[config.mk]
export PLATFORM = sky130hd
export DESIGN_NAME = multi_channel_period_meter
export DESIGN_NICKNAME = d
export VERILOG_FILES = /design/src/rtl/multi_channel_period_meter_pkg.sv /design/src/rtl/period_channel.sv /design/src/rtl/multi_channel_period_meter.sv
export SDC_FILE = /design/constraint.sdc
export NUM_CORES = 2
export LEC_CHECK = 0
export BUFFER_PORTS_ARGS = -buffer_cell sky130_fd_sc_hd__buf_2
export CAP_MARGIN = 20
export CORE_ASPECT_RATIO = 0.9
export CORE_MARGIN = 4
export CORE_UTILIZATION = 35
export CTS_BUF_LIST = sky130_fd_sc_hd__clkbuf_8
export DETAILED_ROUTE_END_ITERATION = 6
export GPL_TIMING_DRIVEN = 0
export PLACE_DENSITY = 0.6
export SLEW_MARGIN = 0
export SYNTH_ARGS = -nofsm -noshare
export SYNTH_HDL_FRONTEND = slang
export SYNTH_HIERARCHICAL = 1
export SYNTH_SLANG_ARGS = --single-unit
[constraint.sdc]
create_clock -name CLK -period 4.9 [get_ports CLK]
set_input_delay 0 -clock CLK [delete_from_list [all_inputs] [get_ports CLK]]
set_output_delay 0 -clock CLK [all_outputs]
set_load 0.005 [all_outputs]
[src/rtl/multi_channel_period_meter_pkg.sv]
// Shared types and helpers for the multi-channel period meter.
package multi_channel_period_meter_pkg;

    typedef enum logic [1:0] {
        ST_IDLE,
        ST_ARM,
        ST_MEASURE,
        ST_DONE
    } chan_state_t;

    // All-ones value of a counter that is `bits` wide (up to 32 bits).
    function automatic logic [31:0] sat_max(input int unsigned bits);
        return (bits >= 32) ? 32'hFFFF_FFFF : ((32'd1 << bits) - 32'd1);
    endfunction

endpackage

[src/rtl/period_channel.sv]
// One measurement channel: input synchroniser, rising/falling edge detection,
// per-channel FSM and saturating high/low accumulators averaged over 2**AVG_LOG2 periods.
module period_channel
    import multi_channel_period_meter_pkg::*;
#(
    parameter int COUNTER_BITS = 15,
    parameter int AVG_LOG2     = 2
) (
    input  logic                    clk,
    input  logic                    rst,
    input  logic                    i_freq,
    input  logic                    i_start,
    input  logic                    i_timeout,
    input  logic                    i_ack,
    output logic                    o_done,
    output logic                    o_timed_out,
    output logic [COUNTER_BITS-1:0] o_high,
    output logic [COUNTER_BITS-1:0] o_low,
    output logic [COUNTER_BITS-1:0] o_period
);

    localparam int AW = COUNTER_BITS + AVG_LOG2;
    localparam logic [COUNTER_BITS-1:0] CNT_MAX = COUNTER_BITS'(sat_max(COUNTER_BITS));
    localparam logic [AVG_LOG2:0] LAST_EDGE = (AVG_LOG2 + 1)'((1 << AVG_LOG2) - 1);

    logic                    r_sync1;
    logic                    r_sync2;
    logic                    r_prev;
    chan_state_t             r_state;
    chan_state_t             w_state_next;
    logic [AW-1:0]           r_acc_high;
    logic [AW-1:0]           r_acc_low;
    logic [AVG_LOG2:0]       r_edge_cnt;
    logic [COUNTER_BITS-1:0] r_high;
    logic [COUNTER_BITS-1:0] r_low;
    logic [COUNTER_BITS-1:0] r_period;
    logic                    r_timed_out;

    logic                    w_rise;
    logic                    w_last_rise;
    logic                    w_enter_measure;
    logic                    w_finish_meas;
    logic                    w_finish_timeout;
    logic [COUNTER_BITS-1:0] w_avg_high;
    logic [COUNTER_BITS-1:0] w_avg_low;
    logic [COUNTER_BITS:0]   w_sum;
    logic [COUNTER_BITS-1:0] w_period;

    assign w_rise      = r_sync2 & ~r_prev;
    assign w_last_rise = w_rise & (r_edge_cnt == LAST_EDGE);
    assign w_avg_high  = r_acc_high[AW-1:AVG_LOG2];
    assign w_avg_low   = r_acc_low[AW-1:AVG_LOG2];
    assign w_sum       = {1'b0, w_avg_high} + {1'b0, w_avg_low};
    assign w_period    = w_sum[COUNTER_BITS] ? CNT_MAX : w_sum[COUNTER_BITS-1:0];

    always_ff @(posedge clk or posedge rst) begin
        if (rst) begin
            r_state <= ST_IDLE;
        end else begin
            r_state <= w_state_next;
        end
    end

    // Timeout wins over a coincident final rising edge.
    always_comb begin
        w_state_next     = r_state;
        w_enter_measure  = 1'b0;
        w_finish_meas    = 1'b0;
        w_finish_timeout = 1'b0;
        case (r_state)
            ST_IDLE: begin
                if (i_start) w_state_next = ST_ARM;
            end
            ST_ARM: begin
                if (i_timeout) begin
                    w_state_next     = ST_DONE;
                    w_finish_timeout = 1'b1;
                end else if (w_rise) begin
                    w_state_next    = ST_MEASURE;
                    w_enter_measure = 1'b1;
                end
            end
            ST_MEASURE: begin
                if (i_timeout) begin
                    w_state_next     = ST_DONE;
                    w_finish_timeout = 1'b1;
                end else if (w_last_rise) begin
                    w_state_next  = ST_DONE;
                    w_finish_meas = 1'b1;
                end
            end
            ST_DONE: begin
                if (i_ack) w_state_next = ST_IDLE;
            end
            default: w_state_next = ST_IDLE;
        endcase
    end

    always_ff @(posedge clk or posedge rst) begin
        if (rst) begin
            r_sync1     <= 1'b0;
            r_sync2     <= 1'b0;
            r_prev      <= 1'b0;
            r_acc_high  <= '0;
            r_acc_low   <= '0;
            r_edge_cnt  <= '0;
            r_high      <= '0;
            r_low       <= '0;
            r_period    <= '0;
            r_timed_out <= 1'b0;
        end else begin
            r_sync1 <= i_freq;
            r_sync2 <= r_sync1;
            r_prev  <= r_sync2;
            // The rising-edge cycle itself is the first high cycle of the window.
            if (w_enter_measure) begin
                r_acc_high <= AW'(1);
                r_acc_low  <= '0;
                r_edge_cnt <= '0;
            end else if (r_state == ST_MEASURE) begin
                if (w_rise) r_edge_cnt <= r_edge_cnt + (AVG_LOG2 + 1)'(1);
                if (r_sync2) begin
                    if (!(&r_acc_high)) r_acc_high <= r_acc_high + AW'(1);
                end else begin
                    if (!(&r_acc_low)) r_acc_low <= r_acc_low + AW'(1);
                end
            end
            if (w_finish_meas) begin
                r_high      <= w_avg_high;
                r_low       <= w_avg_low;
                r_period    <= w_period;
                r_timed_out <= 1'b0;
            end else if (w_finish_timeout) begin
                r_high      <= CNT_MAX;
                r_low       <= CNT_MAX;
                r_period    <= CNT_MAX;
                r_timed_out <= 1'b1;
            end
        end
    end

    assign o_done      = (r_state == ST_DONE);
    assign o_timed_out = r_timed_out;
    assign o_high      = r_high;
    assign o_low       = r_low;
    assign o_period    = r_period;

endmodule

[src/rtl/multi_channel_period_meter.sv]
// Multi-channel period meter: START arms every channel, a shared timer bounds the
// measurement, and results are handed out in channel order over a valid/ready port.
module multi_channel_period_meter
    import multi_channel_period_meter_pkg::*;
#(
    parameter int CHANNELS       = 8,
    parameter int COUNTER_BITS   = 15,
    parameter int AVG_LOG2       = 2,
    parameter int TIMEOUT_CYCLES = 2**COUNTER_BITS - 1
) (
    input  logic                        CLK,
    input  logic                        RST,
    input  logic [CHANNELS-1:0]         FREQ_IN,
    input  logic                        START,
    output logic                        BUSY,
    output logic                        OUT_VALID,
    input  logic                        OUT_READY,
    output logic [$clog2(CHANNELS)-1:0] OUT_CHANNEL,
    output logic [COUNTER_BITS-1:0]     OUT_HIGH,
    output logic [COUNTER_BITS-1:0]     OUT_LOW,
    output logic [COUNTER_BITS-1:0]     OUT_PERIOD,
    output logic                        OUT_TIMEOUT
);

    localparam int CW = $clog2(CHANNELS);
    localparam int TW = $clog2(TIMEOUT_CYCLES + 1);

    logic          r_busy;
    logic [CW-1:0] r_ptr;
    logic [TW-1:0] r_timer;

    logic w_start_accept;
    logic w_timeout;
    logic w_accept;
    logic w_last_accept;

    logic [CHANNELS-1:0]     w_done;
    logic [CHANNELS-1:0]     w_timed_out;
    logic [CHANNELS-1:0]     w_ack;
    logic [COUNTER_BITS-1:0] w_high   [CHANNELS];
    logic [COUNTER_BITS-1:0] w_low    [CHANNELS];
    logic [COUNTER_BITS-1:0] w_period [CHANNELS];

    assign w_start_accept = START & ~r_busy;
    assign w_timeout      = r_busy & (r_timer == TW'(TIMEOUT_CYCLES));
    assign w_accept       = OUT_VALID & OUT_READY;
    assign w_last_accept  = w_accept & (r_ptr == CW'(CHANNELS - 1));

    generate
        for (genvar gi = 0; gi < CHANNELS; gi++) begin : g_chan
            assign w_ack[gi] = w_accept & (r_ptr == CW'(gi));

            period_channel #(
                .COUNTER_BITS (COUNTER_BITS),
                .AVG_LOG2     (AVG_LOG2)
            ) u_chan (
                .clk         (CLK),
                .rst         (RST),
                .i_freq      (FREQ_IN[gi]),
                .i_start     (w_start_accept),
                .i_timeout   (w_timeout),
                .i_ack       (w_ack[gi]),
                .o_done      (w_done[gi]),
                .o_timed_out (w_timed_out[gi]),
                .o_high      (w_high[gi]),
                .o_low       (w_low[gi]),
                .o_period    (w_period[gi])
            );
        end
    endgenerate

    // Timer reads 1 in the first busy cycle, so it equals TIMEOUT_CYCLES exactly
    // TIMEOUT_CYCLES-1 edges after START; it then holds there.
    always_ff @(posedge CLK or posedge RST) begin
        if (RST) begin
            r_busy  <= 1'b0;
            r_ptr   <= '0;
            r_timer <= '0;
        end else begin
            if (w_start_accept) begin
                r_busy  <= 1'b1;
                r_timer <= TW'(1);
            end else if (r_busy && !w_timeout) begin
                r_timer <= r_timer + TW'(1);
            end
            if (w_last_accept) begin
                r_busy <= 1'b0;
                r_ptr  <= '0;
            end else if (w_accept) begin
                r_ptr <= r_ptr + CW'(1);
            end
        end
    end

    assign BUSY        = r_busy;
    assign OUT_VALID   = r_busy & w_done[r_ptr];
    assign OUT_CHANNEL = r_ptr;
    assign OUT_HIGH    = OUT_VALID ? w_high[r_ptr] : '0;
    assign OUT_LOW     = OUT_VALID ? w_low[r_ptr] : '0;
    assign OUT_PERIOD  = OUT_VALID ? w_period[r_ptr] : '0;
    assign OUT_TIMEOUT = OUT_VALID & w_timed_out[r_ptr];

endmodule
==> out/summary.txt <==
=======================================================================================
Headroom to the max-slew limit                                                    47.4%
Number of violations reported at the end of detailed-routing iteration 0           3263
Transition time at the pin with the least slew margin                            788 ps
Post_cts resized                                                                      0
Clock slew at the register clock pins of the worst setup and hold paths           60 ps
Path type of the worst setup path                                          flop to output port
Antenna violations before repair                                                     15
Detailed-route wire length on metal 1                                          60800 um
Root Buffer                                                                    clkbuf_8
Gate family responsible for the most delay along the worst path            buffers and inverters
Classification of the worst-slack hold path                                input pin to asynchronous set/reset pin
Sum of internal, switching and leakage power                                    19.8 mW
Later-pin clock latency in the skew report                                       820 ps
Critical Path Max Stage Delay                                                    620 ps
Max-capacitance violation count                                                       0
FF+latch count, synth                                                               723
Final core occ                                                                    40.4%
Die Height                                                                       328 um
Congestion Overflow GR                                                                0
Layout Skew                                                                     50.7 ps
Width of the die                                                                 363 um
Signed area change from the synthesized netlist to the final layout               13.7%
Area of the die                                                              119000 um2
CTS Buffer Depth                                                                      3
Clock Sink Count                                                                    723
Via count of the first global-routing pass                                        29974
Pins over their slew limit                                                            0
Ratio of total power to cell area                                            437 nW/um2
Number of buffers inserted by post-CTS setup repair                                   0
Top routing layer used                                                             met5
Final Routed Wirelength                                                       130000 um
ANT nets after route                                                                  0
Required time of the critical path                                              4900 ps
Minimum clock period after layout                                               3640 ps
Synth unique cells                                                                   82
Wire per inst                                                                   23.3 um
H-tree level count                                                                    4
Period Utilization, post-route                                                    74.3%
Initial core utilization                                                          35.5%
DRT Pass-1 Iters                                                                      5
Endpoint arrival time on the critical path                                      3640 ps
Post-layout nets                                                                   4218
All-Layer GR Usage                                                                21.5%
Reg2reg setup slack                                                             1270 ps
Post-detailed-route via-to-cell ratio                                              5.75
Setup repair after global routing missed its margin                               false
Routed wire length on met2                                                     49800 um
Detailed Place HPWL                                                           100000 um
Fraction of layout instances using a drive strength above 1                       13.2%
Critical path endpoint category                                             output port
Result of the run                                                          complete, no violations
CTS tree                                                                          built
Synthesized netlist cell count                                                     3764
Share of async-settable or async-resettable flops after synthesis                  100%
Routed via count                                                                  32025
Row cnt                                                                             116
Primary flip-flop cell chosen by synthesis mapping                              dfrtp_1
Critical Path, Cell by Cell                                                buf_2 -> buf_1 -> mux4_2 -> nand2_1 -> a21oi_1 -> buf_2
First-pass GRT wire length                                                    193000 um
Finish-stage setup viols                                                              0
Number of synthesis warnings                                                          6
DRC Markers                                                                           0
Average size of a mapped cell                                                  10.6 um2
Max rail drop VDD                                                              0.264 mV
Leakage power summed over all cells                                             21.0 nW
Boundary Pins                                                                        63
Syn Std Cell Area                                                             39700 um2
Number of hold violations in the final report                                         0
Maximum clock rate                                                            0.275 GHz
Sequential area share after synthesis                                             45.5%
Setup crit start kind                                                              flop
CP dominant cell by count                                                         buf_2
Routability congestion estimate                                                   0.968
Largest fanout on the critical path                                                  10
Count of buffers inserted at the top-level ports                                     62
Placeable Area                                                               112000 um2
Number of buffers and inverters on the critical path                                  3
EDFF count, synth                                                                     0
Synthesized netlist net count                                                      3991
Max stage delay cell, worst path                                                  buf_1
Inserted Clock Buffers                                                              132
Pin count of the biggest net entering global routing                                 71
Met3 WL                                                                        16000 um
=======================================================================================
## synth_stat cells (11+ instances only)
| master | instances | area (um2) |
|---|---|---|
| a21oi_1 | 215 | 1080 |
| ha_1 | 207 | 2590 |
| mux4_2 | 93 | 2090 |
| nand4_1 | 62 | 388 |
| a211oi_1 | 29 | 218 |
| or3_1 | 91 | 569 |
| nor3_1 | 29 | 145 |
| inv_1 | 121 | 454 |
| nand2b_1 | 30 | 188 |
| buf_1 | 27 | 101 |
| nor3b_1 | 15 | 113 |
| and3_1 | 76 | 475 |
| xor2_1 | 133 | 1160 |
| nand3_1 | 117 | 586 |
| nand2_1 | 288 | 1080 |
| a31oi_1 | 17 | 106 |
| nor2b_1 | 42 | 263 |
| clkbuf_1 | 79 | 297 |
| o211ai_1 | 22 | 165 |
| a21o_1 | 36 | 270 |
| dfrtp_1 | 723 | 18100 |
| o32a_1 | 16 | 160 |
| a21oi_2 | 39 | 342 |
| o22a_1 | 349 | 3060 |
| mux2i_1 | 28 | 280 |
| o22ai_1 | 11 | 68.8 |
| buf_2 | 53 | 265 |
| o31ai_1 | 11 | 82.6 |
| xnor2_1 | 110 | 963 |
| o21ai_0 | 149 | 746 |
| nor2_1 | 317 | 1190 |
## kinds of logic after synthesis
logic type	after synthesis	synth area share, %
AND/OR/NAND/NOR	1144	14.4
adder cells (fa/ha/maj)	215	6.92
XOR/XNOR	243	5.36
multiplexers	126	6.12
buffers and inverters	303	3.32
flip-flops	723	45.5
AO/OA/AOI/OAI	1010	18.4
## cells in the final DEF (no fill, tap or decap), types with 10 or more instances in the layout
| cell | instances |
|---|---|
| a21oi_1 | 215 |
| buf_1 | 27 |
| o21a_1 | 10 |
| buf_6 | 10 |
| dfrtp_1 | 723 |
| inv_1 | 154 |
| mux4_2 | 93 |
| o22ai_1 | 11 |
| o22a_1 | 349 |
| a31oi_1 | 17 |
| ha_1 | 207 |
| mux2i_1 | 28 |
| a211oi_1 | 29 |
| nor3b_1 | 15 |
| clkbuf_8 | 164 |
| o21ai_0 | 149 |
| xor2_1 | 133 |
| nor2_1 | 317 |
| clkinv_2 | 10 |
| o41ai_1 | 10 |
| buf_4 | 10 |
| or2_2 | 10 |
| o31ai_1 | 11 |
| nand2b_1 | 30 |
| or3_1 | 91 |
| a21oi_2 | 39 |
| nor2b_1 | 42 |
| nand4_1 | 62 |
| nand3_1 | 117 |
| clkbuf_1 | 79 |
| dlygate4sd3_1 | 21 |
| xnor2_1 | 110 |
| nor3_1 | 29 |
| and3_1 | 76 |
| a21o_1 | 36 |
| o32a_1 | 16 |
| nand2_1 | 288 |
| o211ai_1 | 22 |
| buf_2 | 115 |
## final timing paths
path,startpoint,to,cells past startpoint
worst max-delay path,OUT_CHANNEL[1],OUT_PERIOD[14],6
worst min-delay path,RST,g_chan[6].u_chan/o_high[3],3
worst max register to register,r_timer[0],g_chan[6].u_chan/o_low[1],10
worst min register to register,g_chan[3].u_chan/r_sync1,g_chan[3].u_chan/r_sync2,0
max in group asynchronous,RST,g_chan[0].u_chan/o_high[6],4
min in group CLK,START,r_timer[4],5
## metal layers
| layer | vias to the layer above | global-route usage, % |
|---|---|---|
| met2 | 1323 | 27.8 |
| met1 | 16125 | 33.3 |
| met4 | 4 | 6.28 |
| met5 | - | 0 |
| met3 | 187 | 7.52 |
| li1 | 14386 | - |
## worst reg2reg max path, delay by kind of cell, from the launching register on
kind | cells | cell delay (ps)
simple gates | 5 | 1840
buf+inv | 3 | 820
flops | 1 | 390
compound gates | 1 | 260
fa+ha+maj | 1 | 220
## state kept, by name, indices dropped and copies added (netlist names)
name and count:
g_chan.u_chan/o_timed_out 8, g_chan.u_chan/r_acc_low 136, BUSY 1, g_chan.u_chan/r_sync1 8, OUT_CHANNEL 3, r_timer 15, g_chan.u_chan/o_high 120, g_chan.u_chan/r_acc_high 136
g_chan.u_chan/r_state 16, g_chan.u_chan/r_prev 8, g_chan.u_chan/r_sync2 8, g_chan.u_chan/o_period 120, g_chan.u_chan/r_edge_cnt 24, g_chan.u_chan/o_low 120
## where the power goes
group / leakage (nW) / switching [mW] / internal [mW]
Combinational: 9.50 / 2.79 / 2.26
Clock: 1.58 / 2.73 / 3.36
Sequential: 9.87 / 1.44 / 7.17
## metrics by stage
step / setup WS, ps / TNS (ps) / hold slack, ps / instances / area (um2)
after floorplan: 1930 / 0 / -48.9 / 3764 / 39700
after global placement: -227 / -4640 / 111 / 5301 / 41900
after detailed placement: 1330 / 0 / 110 / 5311 / 42200
after CTS: 1340 / 0 / 19.7 / 5566 / 45200
after global routing: 1060 / 0 / 64.6 / 5567 / 45200
final: 1260 / 0 / 71.8 / 5572 / 45200
## final cells by class
cell class / instances / area [um2]
Sequential cell: 723 / 18100
Fill cell: 10819 / 66700
Multi-Input combinational cell: 2738 / 20300
Clock buffer: 164 / 2260
Clock inverter: 70 / 510
Antenna cell: 6 / 15.0
Timing Repair Buffer: 93 / 781
Tap cell: 1475 / 1850
Inverter: 123 / 482
Buffer: 180 / 856
## timing repair
action / 4_1_cts / 5_1_grt
endpoints found under the setup margin: 0 / 0
hold endpoints to repair: 519 / 0
hold buffers: 21 / 0
(Power assumes the default switching activity.)
